==> src/rtl/mc_pkg.sv <==
// Shared definitions for the multi-cycle MIPS controller: state encodings,
// opcodes, ALU/PC select codes and the bundle of datapath control bits.
package mc_pkg;

    typedef enum logic [3:0] {
        S_IF   = 4'd0,
        S_ID   = 4'd1,
        S_J    = 4'd2,
        S_BR   = 4'd3,
        S_RT1  = 4'd4,
        S_RT2  = 4'd5,
        S_MA   = 4'd6,
        S_MW   = 4'd7,
        S_MR   = 4'd8,
        S_WB   = 4'd9,
        S_JAL  = 4'd10,
        S_AI   = 4'd11,
        S_WI   = 4'd12,
        S_SI   = 4'd13,
        S_JR   = 4'd14,
        S_TRAP = 4'd15
    } state_t;

    localparam logic [5:0] OP_RTYPE = 6'b000000;
    localparam logic [5:0] OP_LW    = 6'b100011;
    localparam logic [5:0] OP_SW    = 6'b101011;
    localparam logic [5:0] OP_BEQ   = 6'b000100;
    localparam logic [5:0] OP_BNE   = 6'b000101;
    localparam logic [5:0] OP_ADDI  = 6'b001001;
    localparam logic [5:0] OP_SLTI  = 6'b001010;
    localparam logic [5:0] OP_J     = 6'b000010;
    localparam logic [5:0] OP_JAL   = 6'b000011;
    localparam logic [5:0] OP_JR    = 6'b000110;

    typedef enum logic [1:0] {
        ALU_ADD  = 2'b00,
        ALU_SUB  = 2'b01,
        ALU_FUNC = 2'b10,
        ALU_SLT  = 2'b11
    } alu_op_t;

    typedef enum logic [2:0] {
        PC_ALU    = 3'b000,
        PC_JUMP   = 3'b001,
        PC_ALUOUT = 3'b010,
        PC_REGA   = 3'b011,
        PC_EXC    = 3'b100
    } pc_src_t;

    // ALU operation encodings driven onto the datapath ALU
    localparam logic [2:0] OPR_AND = 3'b000;
    localparam logic [2:0] OPR_OR  = 3'b001;
    localparam logic [2:0] OPR_ADD = 3'b010;
    localparam logic [2:0] OPR_SUB = 3'b110;
    localparam logic [2:0] OPR_SLT = 3'b111;

    typedef struct packed {
        logic        iord;
        logic        mem_read;
        logic        mem_write;
        logic        ir_write;
        logic        reg_dst;
        logic        reg_dst2;
        logic        mem_to_reg;
        logic        reg_write;
        logic        data_write;
        logic        alu_src_a;
        logic [1:0]  alu_src_b;
        pc_src_t     pc_src;
        alu_op_t     alu_op;
        logic        pc_write;
        logic        pc_write_cond;
        logic        branch_ne;
        logic        exc;
    } ctrl_t;

endpackage

==> src/rtl/mc_fsm_ctrl_alu_controller.sv <==
// ALU controller: maps the FSM's coarse alu_op plus the R-type funct field
// onto the 3-bit ALU operation.
module alu_controller
    import mc_pkg::*;
(
    input  alu_op_t     alu_op,
    input  logic [5:0]  func,
    output logic [2:0]  operation
);

    always_comb begin
        operation = OPR_ADD;
        case (alu_op)
            ALU_ADD: operation = OPR_ADD;
            ALU_SUB: operation = OPR_SUB;
            ALU_SLT: operation = OPR_SLT;
            ALU_FUNC: begin
                case (func)
                    6'b100000: operation = OPR_ADD;
                    6'b100010: operation = OPR_SUB;
                    6'b100100: operation = OPR_AND;
                    6'b100101: operation = OPR_OR;
                    6'b101010: operation = OPR_SLT;
                    default:   operation = OPR_ADD;
                endcase
            end
            default: operation = OPR_ADD;
        endcase
    end

endmodule

==> src/rtl/mc_fsm_ctrl.sv <==
// Multi-cycle MIPS control FSM with memory wait states, optional bne,
// illegal-opcode trap and a retired-instruction counter.
module mc_fsm_ctrl
    import mc_pkg::*;
#(
    parameter bit MEM_HS  = 1'b1,
    parameter bit BNE_EN  = 1'b1,
    parameter bit TRAP_EN = 1'b1,
    parameter int CNT_W   = 16
) (
    input  logic             clk,
    input  logic             rst,
    input  logic [5:0]       opcode,
    input  logic [5:0]       func,
    input  logic             zero,
    input  logic             mem_ready,
    output logic             IorD,
    output logic             mem_read,
    output logic             mem_write,
    output logic             ir_write,
    output logic             reg_dst,
    output logic             reg_dst2,
    output logic             mem_to_reg,
    output logic             reg_write,
    output logic             data_write,
    output logic             alu_srcA,
    output logic [1:0]       alu_srcB,
    output logic [2:0]       pc_src,
    output logic [2:0]       operation,
    output logic             pc_load,
    output logic             exc,
    output logic [CNT_W-1:0] retire_cnt,
    output logic [3:0]       state_o
);

    state_t state, state_nxt;
    state_t illegal_nxt;
    ctrl_t  ctrl_raw, ctrl;
    logic   ready;

    assign ready       = MEM_HS ? mem_ready : 1'b1;
    assign illegal_nxt = TRAP_EN ? S_TRAP : S_IF;

    // An instruction retires whenever control returns to IF from elsewhere.
    always_ff @(posedge clk or negedge rst) begin
        if (!rst) begin
            state      <= S_IF;
            retire_cnt <= '0;
        end else begin
            // NOTE: sequential state uses non-blocking assignments so every
            // register samples pre-edge values regardless of statement order.
            state <= state_nxt;
            if (state != S_IF && state_nxt == S_IF)
                retire_cnt <= retire_cnt + CNT_W'(1);
        end
    end

    always_comb begin
        // NOTE: defaulting every always_comb output first prevents latches on
        // paths that a case arm leaves unassigned.
        state_nxt = S_IF;
        case (state)
            S_IF: state_nxt = ready ? S_ID : S_IF;
            S_ID: begin
                case (opcode)
                    OP_RTYPE:     state_nxt = S_RT1;
                    OP_LW, OP_SW: state_nxt = S_MA;
                    OP_BEQ:       state_nxt = S_BR;
                    OP_BNE:       state_nxt = BNE_EN ? S_BR : illegal_nxt;
                    OP_ADDI:      state_nxt = S_AI;
                    OP_SLTI:      state_nxt = S_SI;
                    OP_J:         state_nxt = S_J;
                    OP_JAL:       state_nxt = S_JAL;
                    OP_JR:        state_nxt = S_JR;
                    default:      state_nxt = illegal_nxt;
                endcase
            end
            S_RT1:      state_nxt = S_RT2;
            S_MA:       state_nxt = (opcode == OP_SW) ? S_MW : S_MR;
            S_MW:       state_nxt = ready ? S_IF : S_MW;
            S_MR:       state_nxt = ready ? S_WB : S_MR;
            S_AI, S_SI: state_nxt = S_WI;
            default:    state_nxt = S_IF;
        endcase
    end

    always_comb begin
        ctrl_raw = '0;
        case (state)
            S_IF: begin
                ctrl_raw.mem_read  = 1'b1;
                ctrl_raw.alu_src_b = 2'b01;
                ctrl_raw.ir_write  = ready;
                ctrl_raw.pc_write  = ready;
            end
            S_ID: ctrl_raw.alu_src_b = 2'b11;
            S_J: begin
                ctrl_raw.pc_write = 1'b1;
                ctrl_raw.pc_src   = PC_JUMP;
            end
            S_BR: begin
                ctrl_raw.alu_src_a     = 1'b1;
                ctrl_raw.alu_op        = ALU_SUB;
                ctrl_raw.pc_write_cond = 1'b1;
                ctrl_raw.pc_src        = PC_ALUOUT;
                ctrl_raw.branch_ne     = (opcode == OP_BNE);
            end
            S_RT1: begin
                ctrl_raw.alu_src_a = 1'b1;
                ctrl_raw.alu_op    = ALU_FUNC;
            end
            S_RT2: begin
                ctrl_raw.reg_dst   = 1'b1;
                ctrl_raw.reg_write = 1'b1;
            end
            S_MA, S_AI: begin
                ctrl_raw.alu_src_a = 1'b1;
                ctrl_raw.alu_src_b = 2'b10;
            end
            S_SI: begin
                ctrl_raw.alu_src_a = 1'b1;
                ctrl_raw.alu_src_b = 2'b10;
                ctrl_raw.alu_op    = ALU_SLT;
            end
            S_MW: begin
                ctrl_raw.iord      = 1'b1;
                ctrl_raw.mem_write = 1'b1;
            end
            S_MR: begin
                ctrl_raw.iord     = 1'b1;
                ctrl_raw.mem_read = 1'b1;
            end
            S_WB: begin
                ctrl_raw.mem_to_reg = 1'b1;
                ctrl_raw.reg_write  = 1'b1;
            end
            S_WI: ctrl_raw.reg_write = 1'b1;
            S_JAL: begin
                ctrl_raw.reg_write  = 1'b1;
                ctrl_raw.reg_dst2   = 1'b1;
                ctrl_raw.data_write = 1'b1;
                ctrl_raw.pc_write   = 1'b1;
                ctrl_raw.pc_src     = PC_JUMP;
            end
            S_JR: begin
                ctrl_raw.pc_write = 1'b1;
                ctrl_raw.pc_src   = PC_REGA;
            end
            S_TRAP: begin
                ctrl_raw.pc_write = 1'b1;
                ctrl_raw.pc_src   = PC_EXC;
                ctrl_raw.exc      = 1'b1;
            end
            default: ctrl_raw = '0;
        endcase
    end

    // Reset kills the IF-state fetch strobes immediately, not at the next edge.
    assign ctrl = rst ? ctrl_raw : '0;

    alu_controller u_alu_ctrl (
        .alu_op    (ctrl.alu_op),
        .func      (func),
        .operation (operation)
    );

    assign IorD       = ctrl.iord;
    assign mem_read   = ctrl.mem_read;
    assign mem_write  = ctrl.mem_write;
    assign ir_write   = ctrl.ir_write;
    assign reg_dst    = ctrl.reg_dst;
    assign reg_dst2   = ctrl.reg_dst2;
    assign mem_to_reg = ctrl.mem_to_reg;
    assign reg_write  = ctrl.reg_write;
    assign data_write = ctrl.data_write;
    assign alu_srcA   = ctrl.alu_src_a;
    assign alu_srcB   = ctrl.alu_src_b;
    assign pc_src     = ctrl.pc_src;
    assign exc        = ctrl.exc;
    assign pc_load    = ctrl.pc_write | (ctrl.pc_write_cond & (zero ^ ctrl.branch_ne));
    assign state_o    = state;

endmodule

==> config.mk <==
export PLATFORM = sky130hd
export DESIGN_NAME = mc_fsm_ctrl
export DESIGN_NICKNAME = d
export VERILOG_FILES = /design/src/rtl/mc_pkg.sv /design/src/rtl/mc_fsm_ctrl_alu_controller.sv /design/src/rtl/mc_fsm_ctrl.sv
export SDC_FILE = /design/constraint.sdc
export NUM_CORES = 1
export LEC_CHECK = 0
export CORE_UTILIZATION = 40
export DETAILED_ROUTE_END_ITERATION = 16
export GPL_TIMING_DRIVEN = 0
export HOLD_SLACK_MARGIN = 0.08
export PLACE_DENSITY = 0.72
export SKIP_LAST_GASP = 1
export SYNTH_ARGS = -nofsm -noshare
export SYNTH_HDL_FRONTEND = slang
export SYNTH_SLANG_ARGS = --single-unit
==> constraint.sdc <==
create_clock -name clk -period 6.2 [get_ports clk]
set_clock_uncertainty 0.15 [all_clocks]
set_input_delay 1.86 -clock clk [delete_from_list [all_inputs] [get_ports clk]]
set_output_delay 1.86 -clock clk [all_outputs]
set_load 0.1 [all_outputs]
* Yosys cells after proc, flatten, opt, wreduce, memory -nomap -nowiden *
Index checks and enable logic that the tools add are counted.

storage, ports and cells
  output and inout bits = 40
  input bits = 16
  flip-flop bits (word level) = 20
  logic and storage cells = 77

operators by class
  muxes and demuxes = 24
  bitwise gates (word level) = 3
  equality and inequality tests = 31
  reduce and logical (&&, ||, !) cells = 16
  add/subtract/negate cells = 1

operators by type and width
  operator                                                          count
  6-bit == test (second input constant)                             6
  3-bit case mux with 4 select lines                                3
  4-bit == test (second input constant)                             8
  4-bit case mux with 8 select lines                                1
  4-bit case mux with 7 select lines                                1
  21-bit two-way mux                                                1
  6-bit by 3-bit == test with 1-bit output (second input constant)  3
  16-bit by 1-bit adder with 16-bit output (second input constant)  1
  4-bit by 3-bit == test with 1-bit output (second input constant)  4
  6-bit by 2-bit == test with 1-bit output (second input constant)  2
  6-bit by 4-bit == test with 1-bit output (second input constant)  2
  1-bit two-way mux                                                 12
  2-bit case mux with 3 select lines                                2
  2-bit OR reduction                                                6
  4-bit by 2-bit == test with 1-bit output (second input constant)  2
  4-bit logical NOT                                                 2
  4-bit OR reduction                                                2
  6-bit logical NOT                                                 1
  5-bit OR reduction                                                1
  2-bit == test (second input constant)                             2
  4-bit by 1-bit == test with 1-bit output (second input constant)  1
  4-bit two-way mux                                                 1
  4-bit nonzero test                                                1
  3-bit two-way mux                                                 1
  other kinds (9)                                                   9

* Logic depth before layout (Yosys ltp) *
Gate-level depths: netlist of run 1.

  word-level depth = 7
  mapped depth = 9

* Hierarchy *
Synthesis of run 1 repeated with hierarchy kept, for this count alone.

second synthesis, totals
  cell total of the unflattened synthesis = 198
  area, all modules = 1609.0 um^2

modules (own cells, without submodules)
  module          seq. area each (um^2)  cells an instance  area an instance (um^2)  times used
  mc_fsm_ctrl     500.5                  188                1544.0                   1
  alu_controller  0.0                    10                 65.1                     1

* Least setup slack after synthesis of run 1 *
No wires, ideal clock.

  path type = input to output
  start = input port rst
  end = output port reg_dst2
  stages = 3
  arrival time = 5.535 ns
  setup slack = -1.345 ns
  required time = 4.190 ns
  cells stage by stage = inv_1 nor4_1 buf_4

on the way
  word-level cells in the longest chain between the ends = 1

RTL lines
  element             line                source
  start: declaration  mc_fsm_ctrl.sv:12   input logic rst,
  21-bit two-way mux  mc_fsm_ctrl.sv:159  assign ctrl = rst ? ctrl_raw : '0;
  end: declaration    mc_fsm_ctrl.sv:22   output logic reg_dst2,

No other way between the ends.

* Final worst setup path of run 1 *
  start = input port func[4]
  end = output port operation[1]

on the way
  word-level cells in the longest chain between the ends = 3
  elaborated cells between the ends (all ways) = 6

RTL lines
  element                               line                              source
  start: declaration                    mc_fsm_ctrl.sv:14                 input logic [5:0] func,
  6-bit == test                         mc_fsm_ctrl_alu_controller.sv:18  case (func)
  3-bit case mux with 4 select lines *  mc_fsm_ctrl_alu_controller.sv:18
  3-bit case mux with 4 select lines *  mc_fsm_ctrl_alu_controller.sv:13  case (alu_op)
  end: declaration                      mc_fsm_ctrl.sv:29                 output logic [2:0] operation,

Every way passes the cells marked *; elsewhere a longest branch is shown, timed or not.

==> results.tsv, run 1 <==
stage	metric	value	unit
cts	cts_made_buffers	3	
cts	insertion_delay	0.25	ns
global_routing	antenna_found_initial	0	
cts	clockBufferDepth	2	
floorplanning	die_w	64.7	um
synth	synth_edf_count	0	
synth	synth_top_area_frac	0.318	
sta	worst_pin_slew	0.988	ns
synth	ys_seq_area_frac	0.318	
sta	rsz0062_at_grt	false	
sta	min_period	6.10	ns
synth	syn_nets	196	
place	place_inst	282	
status	outcome	finished clean	
power_and_ir_drop	power	1.19	mW
cells_and_area	multiInputGateArea	987	um2
routing	detail_route.drc_violations	0	
cells_and_area	seq_area	500	um2
cells_and_area	nFillCells	327	
routing	postRouteAntennaNets	0	
synth	ys_types	51	
power_and_ir_drop	ir_drop	0.417	mV
global_routing	met3_usage	0.0352	
routing	drt_iter0_markers	87	
worst_setup_path	crit_path_start_kind	primary input	
cells_and_area	antennaDiodeCount	0	
global_routing	grt_usage	0.184	
synth	ys_seq_elements	20	
cells_and_area	utilization	0.605	
cells_and_area	drive_gt1_frac	0.131	
synth	netlist_area	1570	um2
global_routing	grt_pass1_vias	1344	
floorplanning	die_area	4190	um2
floorplanning	initial_utilization	0.424	
worst_setup_path	r2r_setup_slack	3.66	ns
cells_and_area	final_nets	256	
synth	synth_ff_type	dfrtp_1	
global_routing	use_met2	0.289	
worst_setup_path	critPathTopFamily	buffers and inverters	
cells_and_area	final_cells	285	
global_routing	grt_max_degree	29	
cts	ctsHoldBuffers	0	
power_and_ir_drop	power_density	528	nW/um2
synth	avgSynthCellArea	8.79	um2
cts	htreeDepth	1	
sta	maxSlewHeadroom	0.339	
routing	wl_per_cell	13.3	um
routing	vias_per_cell	5.44	
global_routing	grt_pass1_wl	6.17	mm
cts	cts-root-buf	clkbuf_8	
place	post_dp_cell_area	2200	um2
cells_and_area	syn2layout_area_growth	42.8	%
synth	synthTopCellsByArea	dfrtp_1 (32%), xnor2_1 (8.9%), nor2_1 (5.7%)	
worst_setup_path	critical_path_required	4.19	ns
global_routing	grtUsageMet1	0.270	
synth	netlist_instances	179	
synth	yosys.area.top_type	dfrtp_1	
routing	wirelength	3.78	mm
worst_setup_path	path_cells	clkdlybuf4s50_1, nand2b_1, nor4b_1, a21oi_1, nand2_1, clkdlybuf4s50_1	
sta	slew_violations	0	
cts	cts_tree	done	
hold_path	hp-class	flip-flop to flip-flop	
flow_run	cap_violations	0	
synth	synth_async_sr_flop_share	1.00	
floorplanning	fp.coreArea	3720	um2
place	hpwl	2.79	mm
worst_setup_path	cp-end-kind	output port	
sta	finalSetupViolCount	0	
sta	fmaxAchievable	164	MHz
cts	clk_pin_slew	0.07	ns
worst_setup_path	path_buf_inv	2	
worst_setup_path	critPathMaxFanout	2	
cells_and_area	finalInstanceArea	2250	um2
synth	ys_warn_count	0	
sta	holdWs	0.327	ns
worst_setup_path	path_common_cell	clkdlybuf4s50_1	
floorplanning	rows	22	
global_routing	grt-ovfl-total	0	
worst_setup_path	arrival	4.09	ns
cts	cts_sinks	20	
routing	firstDrtPassIters	4	
worst_setup_path	critical_path.slowest_cell	clkdlybuf4s50_1	
global_routing	grt.busiest_layer	met2	
place	gp_congestion	0.866	
floorplanning	die_h	64.7	um
power_and_ir_drop	p_leak	0.999	nW
place	portBuffers	55	
routing	num_vias	1550	
worst_setup_path	criticalPathCategory	primary input to output port	
sta	fin_crit_sh	0.984	
floorplanning	ios	56	
sta	finalHoldViolCount	0	
worst_setup_path	crit_path_max_incr_delay	1.12	ns
## placed cells by master (no fill, tap or decap), types with 3 or more instances in the layout
cell type        instances
a211oi_1                 4
nand2b_1                 4
nand3_1                  6
dlygate4sd2_1            5
clkbuf_8                 3
nand2_1                 13
clkdlybuf4s50_1         41
xnor2_1                 16
nand4_1                  5
inv_1                    4
nor2b_1                  5
mux2_2                   3
nor2_1                  24
buf_6                    5
o21ai_0                  4
a21oi_1                  8
nand3_2                  3
and2_1                   3
and3_1                   6
dfrtp_1                 20
dlymetal6s2s_1           6
nor4_2                   3
## worst reg2reg max path, delay by kind of cell, from the launching register on
family	cells	cell delay (ns)
and+or+nand+nor	3	0.72
AOI/OAI and AO/OA	3	0.72
DFF	1	0.41
buffers and inverters	2	0.34
xor gates and xnor gates	1	0.13
## metal layers
metal / vias to the layer above / part of all wire
li1: 769 / -
met1: 717 / 0.47
met2: 64 / 0.46
met3: 0 / 0.069
met4: 0 / 0
met5: - / 0
## power by group
part	total [mW]	switching [mW]	leakage, nW	internal (mW)
combinational	0.907	0.657	0.712	0.249
sequential	0.199	0.0372	0.266	0.162
clock	0.0821	0.0389	0.0216	0.0432
total	1.19	0.734	0.999	0.454
## metrics by stage
step | TNS (ns) | setup WS (ns)
final | 0 | 0.0995
after global routing | 0 | 0.00315
after CTS | 0 | 0.00847
after detailed placement | -13.17 | -0.987
after global placement | -13.31 | -0.984
after floorplan | -0.0533 | -0.0471
## synth_stat cells, types with 2 or more instances
master / n
mux2_2: 3
a211oi_1: 4
nand2_1: 13
buf_4: 2
and2_1: 3
nand4_1: 5
a21oi_1: 8
o21ai_0: 5
dfrtp_1: 20
nor2b_1: 5
a31oi_1: 2
buf_2: 2
buf_6: 5
clkbuf_1: 2
nor3_1: 2
nand3_2: 3
nor4_1: 3
nand2b_1: 4
nor4b_1: 2
and4_1: 2
nand3_1: 6
nor2_1: 24
nand4b_1: 2
inv_1: 4
xnor2_1: 16
o311ai_0: 2
and3_1: 6
## cell families after synthesis
family / count (synthesis) / share of synthesized area
and+or+nand+nor: 89 / 0.336
AOI/OAI and AO/OA: 32 / 0.139
DFF: 20 / 0.318
xor gates and xnor gates: 18 / 0.105
buffers and inverters: 15 / 0.0660
muxes: 4 / 0.0278
adders and majority gates: 1 / 0.00795
## cell type report
type | count | share of cell area
Multi-Input combinational cell | 144 | 0.439
Inverter | 4 | 0.00668
Buffer | 11 | 0.0395
Tap cell | 48 | 0.0267
Timing Repair Buffer | 55 | 0.247
Clock buffer | 3 | 0.0184
Sequential cell | 20 | 0.223
## timing repair
item,in CTS,in global routing
gates resized for setup,10,9
endpoints found under the hold margin,0,0
setup buffers,0,0
setup endpoints to repair,20,8
## worst paths after layout
kind / startpoint / end / cells past startpoint
min in group asynchronous: rst / retire_cnt[2] / 1
setup / recovery: func[4] / operation[1] / 6
setup reg to reg: state_o[3] / retire_cnt[14] / 9
hold reg to reg: retire_cnt[15] / retire_cnt[15] / 1
max in group asynchronous: rst / retire_cnt[6] / 1
hold / removal: retire_cnt[15] / retire_cnt[15] / 1
## sequential cells by signal (all words and copies together) (netlist names)
name	cells
retire_cnt	16
state_o	4
(Power assumes the default switching activity.)
==> run 2: changes to the inputs <==
--- a/config.mk
+++ b/config.mk
@@ -5,6 +5,7 @@
 export SDC_FILE = /design/constraint.sdc
 export NUM_CORES = 1
 export LEC_CHECK = 0
+export CAP_MARGIN = 30
 export CORE_UTILIZATION = 40
 export DETAILED_ROUTE_END_ITERATION = 16
 export GPL_TIMING_DRIVEN = 0
==> constraint.sdc (replaced) <==
create_clock -name clk -period 6.4 [get_ports clk]
set_clock_uncertainty 0.15 [all_clocks]
set_input_delay 1.92 -clock clk [delete_from_list [all_inputs] [get_ports clk]]
set_output_delay 1.92 -clock clk [all_outputs]
set_load 0.1 [all_outputs]
==> run 2 against run 1 <==
  * Routed wire length is 0.50% lower
  * Hold slack worse by 0.00057 ns
  * Sequential share of layout area is essentially flat
  * Core utilization rose by 0.13 points
  * First-iteration DRC count decreased by 14%
==> results.tsv, run 2 (synthesis results as in run 1) <==
stage	metric	value	unit	change
status	outcome	finished clean		
global_routing	grt-ovfl-total	0		unchanged
cts	cts_setup_buffers	0		unchanged
worst_setup_path	crit_path_start_kind	primary input		
worst_setup_path	cp-end-kind	output port		
hold_path	hp-class	flip-flop to flip-flop		
cells_and_area	largest-register	retire_cnt		
sta	rsz0062_at_grt	false		
cts	htreeDepth	1		unchanged
cts	clockBufferDepth	2		unchanged
worst_setup_path	timing.rr.end	retire_cnt[13]		
cts	cts_tree	done		
global_routing	grt.busiest_layer	met2		
floorplanning	rows	22		unchanged
global_routing	antenna_found_initial	0		unchanged
global_routing	grt_max_degree	16		-45%
routing	postRouteAntennaNets	0		unchanged
worst_setup_path	reg2reg_depth	9		unchanged
worst_setup_path	criticalPathCategory	primary input to output port		
cts	insertion_delay	0.26	ns	about the same
sta	fmaxAchievable	160	MHz	
cells_and_area	layout_commonest_cell	clkdlybuf4s50_1		
cells_and_area	nFillCells	326		-0.31%
floorplanning	fp.coreArea	3720	um2	unchanged
global_routing	use_met2	0.302		+0.0130
routing	detail_route.drc_violations	0		unchanged
cells_and_area	drive_gt1_frac	0.155		+0.0240
routing	firstDrtPassIters	4		unchanged
sta	worst_pin_slew	0.980	ns	-0.00803 ns
cells_and_area	final_cells	287		+0.70%
routing	vias_per_cell	5.33		-2.0%
cells_and_area	utilization	0.606		+0.00135
sta	finalSetupViolCount	0		unchanged
power_and_ir_drop	power_density	515	nW/um2	-2.4%
worst_setup_path	cp-endpoint	alu_srcB[0]		
cells_and_area	final_nets	257		+0.39%
routing	wirelength	3.76	mm	-0.50%
floorplanning	ios	56		unchanged
global_routing	grtUsageMet1	0.258		-0.0115
cts	cts_made_buffers	3		unchanged
power_and_ir_drop	ir_drop	0.466	mV	+12%
cells_and_area	layout_common_cells	clkdlybuf4s50_1 (36), nor2_1 (24), dfrtp_1 (20), xnor2_1 (16), nand2_1 (13)		
sta	finalHoldViolCount	0		unchanged
worst_setup_path	r2r-start	state_o[3]		
hold_path	hold_path_depth	1		unchanged
global_routing	grt_pass1_wl	6.19	mm	+0.34%
sta	fin_crit_sh	0.978		
worst_setup_path	startpoint	rst		
place	hpwl	2.86	mm	+2.7%
worst_setup_path	critPathMaxFanout	15		+13
routing	drt_iter0_markers	75		-14%
cts	cts_sinks	20		unchanged
flow_run	cap_violations	0		unchanged
floorplanning	die_area	4190	um2	unchanged
place	place_inst	283		+0.35%
sta	finalSetupTns	0	ns	unchanged
sta	maxSlewHeadroom	0.345		+0.00537
routing	wl_per_cell	13.1	um	-1.2%
worst_setup_path	arrival	4.19	ns	+0.10 ns
worst_setup_path	critical_path_required	4.33	ns	+0.14 ns
floorplanning	initial_utilization	0.424		unchanged
global_routing	grt_usage	0.185		+0.00126
cts	clk_pin_slew	0.07	ns	about the same
cells_and_area	syn2layout_area_growth	43.2	%	
power_and_ir_drop	p_leak	0.996	nW	-0.28%
power_and_ir_drop	power	1.16	mW	-2.2%
cts	cts-root-buf	clkbuf_8		
global_routing	met3_usage	0.0264		-0.00880
sta	min_period	6.26	ns	
place	gp_congestion	0.866		unchanged
floorplanning	die_w	64.7	um	unchanged
worst_setup_path	r2r_setup_slack	3.85	ns	+0.19 ns
global_routing	grt_pass1_vias	1385		+3.1%
place	portBuffers	55		unchanged
cells_and_area	largest_reg_flops	16		unchanged
sta	slew_violations	0		unchanged
cells_and_area	antennaDiodeCount	0		unchanged
floorplanning	die_h	64.7	um	unchanged
routing	num_vias	1529		-1.4%
[run 2: area by class of cell]
cell class	count	area, um2	share of cell area
Multi-Input combinational cell	144	987	0.438
Timing Repair Buffer	56	547	0.243
Sequential cell	20	500	0.222
Buffer	11	88.8	0.0394
Tap cell	48	60.1	0.0267
Clock buffer	4	55.1	0.0244
Inverter	4	15.0	0.00666
[run 2: routing by layer]
layer	vias up	routed length (um)
met5	-	0
met4	0	33
met3	4	170
met2	38	1730
met1	712	1820
li1	775	-
[run 2: per-stage QoR]
stage          instance area [um2]  hold slack, ns  worst slack [ns]
2_1_floorplan                 1590           0.882            0.0329
6_report                      2250           0.326             0.144
4_1_cts                       2260           0.332            -0.185
5_1_grt                       2250           0.359            0.0405
3_3_place_gp                  2200           0.311            -0.904
3_5_place_dp                  2220           0.322            -0.471
[run 2: timing repair]
action                     in CTS  in global routing
hold buffers                    0                  0
setup endpoints to repair      15                  8
resized for setup              20                 15
[run 2: worst min path at each step]
| stage | start | endpoint |
|---|---|---|
| detailed placement | retire_cnt[15] | retire_cnt[15] |
| global placement | retire_cnt[15] | retire_cnt[15] |
| finish | retire_cnt[15] | retire_cnt[15] |
| CTS | retire_cnt[15] | retire_cnt[15] |
| floorplan | retire_cnt[4] | retire_cnt[5] |
| global route | retire_cnt[15] | retire_cnt[15] |
[run 2: where the power goes]
group          switching, mW  total [mW]  internal [mW]
clock                 0.0401      0.0948         0.0547
combinational          0.638       0.874          0.235
sequential            0.0363       0.193          0.157
total                  0.715        1.16          0.447
[run 2: worst max-delay path, stage by stage]
cell and delay (ns):
clkdlybuf4s50_1 0.88, and3_1 0.25, clkdlybuf4s50_1 1.13
==> run 3: changes to the inputs <==
--- a/config.mk
+++ b/config.mk
@@ -9,7 +9,6 @@
 export CORE_UTILIZATION = 40
 export DETAILED_ROUTE_END_ITERATION = 16
 export GPL_TIMING_DRIVEN = 0
-export HOLD_SLACK_MARGIN = 0.08
 export PLACE_DENSITY = 0.72
 export SKIP_LAST_GASP = 1
 export SYNTH_ARGS = -nofsm -noshare
==> results of run 3 <==
No change in the layout: final DEF, timing and power equal those of run 2.
